## src/rtl/serial_receiver.sv

```systemverilog
// rtl/serial_receiver.sv - serial-to-parallel frame receiver with valid/ready output
module serial_receiver #(
    parameter int N = 8
) (
    input  logic         clk,
    input  logic         rst,
    input  logic         serial_in,
    input  logic         data_ready,
    output logic [N-1:0] data_out,
    output logic         data_valid,
    output logic         busy,
    output logic         framing_error,
    output logic         overrun
);
    localparam int CW = (N > 1) ? $clog2(N) : 1;

    typedef enum logic [1:0] {
        IDLE = 2'd0,
        DATA = 2'd1,
        STOP = 2'd2
    } state_t;

    state_t        state;
    logic [CW-1:0] bit_cnt;
    logic [N-1:0]  shreg;

    assign busy = (state != IDLE);

    always_ff @(posedge clk or posedge rst) begin
        if (rst) begin
            state         <= IDLE;
            bit_cnt       <= '0;
            shreg         <= '0;
            data_out      <= '0;
            data_valid    <= 1'b0;
            framing_error <= 1'b0;
            overrun       <= 1'b0;
        end else begin
            framing_error <= 1'b0;
            overrun       <= 1'b0;
            if (data_valid && data_ready)
                data_valid <= 1'b0;

            unique case (state)
                IDLE: begin
                    if (!serial_in) begin
                        state   <= DATA;
                        bit_cnt <= '0;
                    end
                end
                DATA: begin
                    // LSB arrives first, so after N shifts bit 0 sits at shreg[0]
                    shreg <= {serial_in, shreg[N-1:1]};
                    if (bit_cnt == CW'(N - 1))
                        state <= STOP;
                    else
                        bit_cnt <= bit_cnt + 1'b1;
                end
                STOP: begin
                    // A low stop bit is an error only; it is never reused as a start bit
                    state <= IDLE;
                    if (serial_in) begin
                        if (!data_valid || data_ready) begin
                            data_out   <= shreg;
                            data_valid <= 1'b1;
                        end else begin
                            overrun <= 1'b1;
                        end
                    end else begin
                        framing_error <= 1'b1;
                    end
                end
                default: state <= IDLE;
            endcase
        end
    end
endmodule

```

## config.mk

```make
export PLATFORM = sky130hd
export DESIGN_NAME = serial_receiver
export DESIGN_NICKNAME = d
export VERILOG_FILES = /design/src/rtl/serial_receiver.sv
export SDC_FILE = /design/constraint.sdc
export NUM_CORES = 1
export LEC_CHECK = 0
export BUFFER_PORTS_ARGS = -buffer_cell sky130_fd_sc_hd__buf_2
export CAP_MARGIN = 20
export CORE_MARGIN = 3
export CORE_UTILIZATION = 47
export DETAILED_ROUTE_END_ITERATION = 8
export PLACE_DENSITY_LB_ADDON = 0.1
export SETUP_SLACK_MARGIN = 0.02
export SLEW_MARGIN = 40
export SYNTH_ARGS = -nofsm -noshare
export SYNTH_HDL_FRONTEND = slang
export SYNTH_SLANG_ARGS = --single-unit
```

## constraint.sdc

```tcl
create_clock -name clk -period 3.4 [get_ports clk]
set_clock_uncertainty 0.2 [all_clocks]
set_input_delay 0.68 -clock clk [delete_from_list [all_inputs] [get_ports clk]]
set_output_delay 0.68 -clock clk [all_outputs]
set_load 0.03 [all_outputs]
```

==> metrics.yaml <==
postCtsHoldBufs: 0
yosysUniqueCellTypes: 19
synth_top_area_cell: "dfrtp_1"
hold_viol: 0
status: "completed"
antenna_cells: 0
tightestPinTransition_ns: 0.5530
start_util_pct: 53.40
grt_pass1_wl_um: 2732
port_buffers: 15
layout.nets: 90
cts.path.max_buffers: 2
grt_max_degree: 25
cts_buffers: 3
slew_headroom_pct: 62.97
met1_usage_pct: 18.40
cts_tree: "done"
die_area_mm2: 0.002674
ys_async_sr_fraction_pct: 100.0
synthTopCellsByArea: "dfrtp_1 61%, mux2_4 12%, mux2_2 9.2%"
max_freq_mhz: 473.6
ctsResizeCount: 0
yosysSeqAreaShare_pct: 61.15
crit_type: "reg2out"
tns_ns: 0
slowest_delay_ns: 0.45
grt_overflow: 0
path_clk_slew_ns: 0.13
worstPathArrival_ns: 1.23
p_per_area_mw_per_mm2: 901.6
finalCritPeriodShare_pct: 62.10
drive_above_1_share_pct: 46.99
critPathTopFamily: "flip-flops"
drc_errors: 0
synth-seq-cells: 24
instances_no_fill: 108
synth.most_common_cell: "dfrtp_1"
post-dp-hpwl_um: 1036
antenna_found_initial: 0
dp_cells: 104
critical_path_buf_inv_count: 1
num_rows: 15
p_int_uw: 690.6
avgSynthCellArea_um2: 15.11
swShare_pct: 32.36
maxCapViolCount: 0
path_max_fanout: 7
rsz0062_at_grt: "no"
p_leak_uw: 0.0005835
setup_viol_count_final: 0
netlist_instances: 65
htree_num_levels: 1
yosys-top-cells-count: "24 x dfrtp_1, 8 x mux2_2, 8 x mux2_4"
drt_iter0_markers: 4
place.gp.congestion: 0.6949
synth_top_area_share_pct: 61.15
switching_power_uw: 330.3
comb_power_share_pct: 35.3
cp_slowest_cell: "dfrtp_1"
startpoint_type: "flip-flop"
syn_area_um2: 982.2
clockPowerShare_pct: 19.9
clk_latency_ns: 0.31
drtAntennaViolNets: 0
io_pins: 16
fin_crit_ns: 2.111
grt_pass1_vias: 579
post_drt_wl_per_cell_um: 13.56
peakVddDrop_mv: 0.5552
top_usage_layer: "met2"
seqPwrFrac_pct: 44.9
synth_edf_count: 0
synthFlopType: "dfrtp_1"
met3_usage_pct: 6.304
use_met2_pct: 21.61
syn_to_final_growth_pct: 15.29
via_count: 524
slew_viol_final: 0
die_w_um: 51.72
cp-end-kind: "output pin"
ctsRootBufferMaster: "clkbuf_4"
routed_wl_um: 1464
grtUsageTotal_pct: 14.05
path_cells: "or2_2 -> buf_2"
first_pass_iters: 2
fp.dieH_um: 51.72
hp-class: "in2async"
crit_required_ns: 2.52
synthesis.nets: 71
cts.sinks: 24
cts_setup_buffers: 0
vias_per_cell: 4.852
synth-warning-count: 0
core_mm2: 0.001839
[metrics by stage]
stage	hold WS, ns	power (uW)	setup slack (ns)	utilization, %	cell area, um2
finish	0.1659	1021	1.289	61.56	1132
global route	0.1802	1103	1.221	61.56	1132
CTS	0.1681	1035	1.273	61.56	1132
detailed placement	0.2921	830.7	1.504	58.71	1080
global placement	0.2937	811.3	1.503	58.57	1077
floorplan	0.2774	748.5	1.675	-	982.2
[worst register-to-register path: cells and delay by family, from the launching register on]
kind / cells / cell delay (ns)
AO/OA/AOI/OAI: 2 / 0.58
flip-flops: 1 / 0.42
adder cells (fa/ha/maj): 2 / 0.43
[cell families (layout without fill, tap and decap cells)]
logic type      count (synthesis)  count (layout)  synth area share, %
fa+ha+maj                       2               2                2.547
buf+inv                         6              24                3.439
flops                          24              24                61.15
simple gates                   13              13                7.772
mux                            18              18                23.44
compound gates                  2               2                1.656
[power by group through the flow]
stage	logic (uW)	clock network [uW]	registers [uW]
after detailed placement	365	0	466
after global routing	405	223	475
final	360	203	458
after floorplan	253	0	495
after CTS	367	209	459
after global placement	352	0	459
[area by class of cell]
cell class,count,area [um2]
multi-input combinational,35,350.3
inverter,4,15.01
tap,25,31.28
clock inverter,1,30.03
sequential,24,600.6
timing repair buffer,16,82.58
fill,162,706.9
clock buffer,3,22.52
[cell usage in the layout, fill, tap and decap left out]
| cell type | n |
|---|---|
| nor4b_1 | 1 |
| a21o_1 | 1 |
| mux2_4 | 8 |
| mux2_2 | 8 |
| or2_2 | 1 |
| nand3b_1 | 1 |
| nor2b_1 | 2 |
| buf_4 | 1 |
| nand2_1 | 3 |
| clkbuf_4 | 3 |
| buf_2 | 15 |
| bufinv_16 | 1 |
| ha_1 | 2 |
| nor2_1 | 1 |
| a211o_1 | 1 |
| dfrtp_1 | 24 |
| nand2b_1 | 1 |
| inv_2 | 1 |
| and2_1 | 1 |
| mux2i_1 | 2 |
| nor3b_1 | 1 |
| nor2b_2 | 1 |
| inv_1 | 3 |
[worst paths after layout]
path	startpoint	to	slack (ns)	cells past startpoint
max in group asynchronous	rst	data_out[3]	2.50	2
hold / removal	rst	data_out[6]	0.17	2
setup reg to reg	bit_cnt[0]	bit_cnt[0]	1.69	4
min in group clk	data_out[0]	data_out[0]	0.32	1
setup / recovery	state[0]	busy	1.29	2
hold reg to reg	data_out[0]	data_out[0]	0.32	1
[sequential cells by signal, summed over array words and instances (netlist names)]
register       flops
data_out           8
shreg              8
bit_cnt            3
state              2
data_valid         1
framing_error      1
overrun            1
[metal layers]
layer | share of wire [%] | wire length (um)
met1 | 50 | 730
met4 | 0 | 0
met3 | 6.4 | 93
met5 | 0 | 0
met2 | 44 | 640
Note: power is estimated with default switching activity, not from simulation.
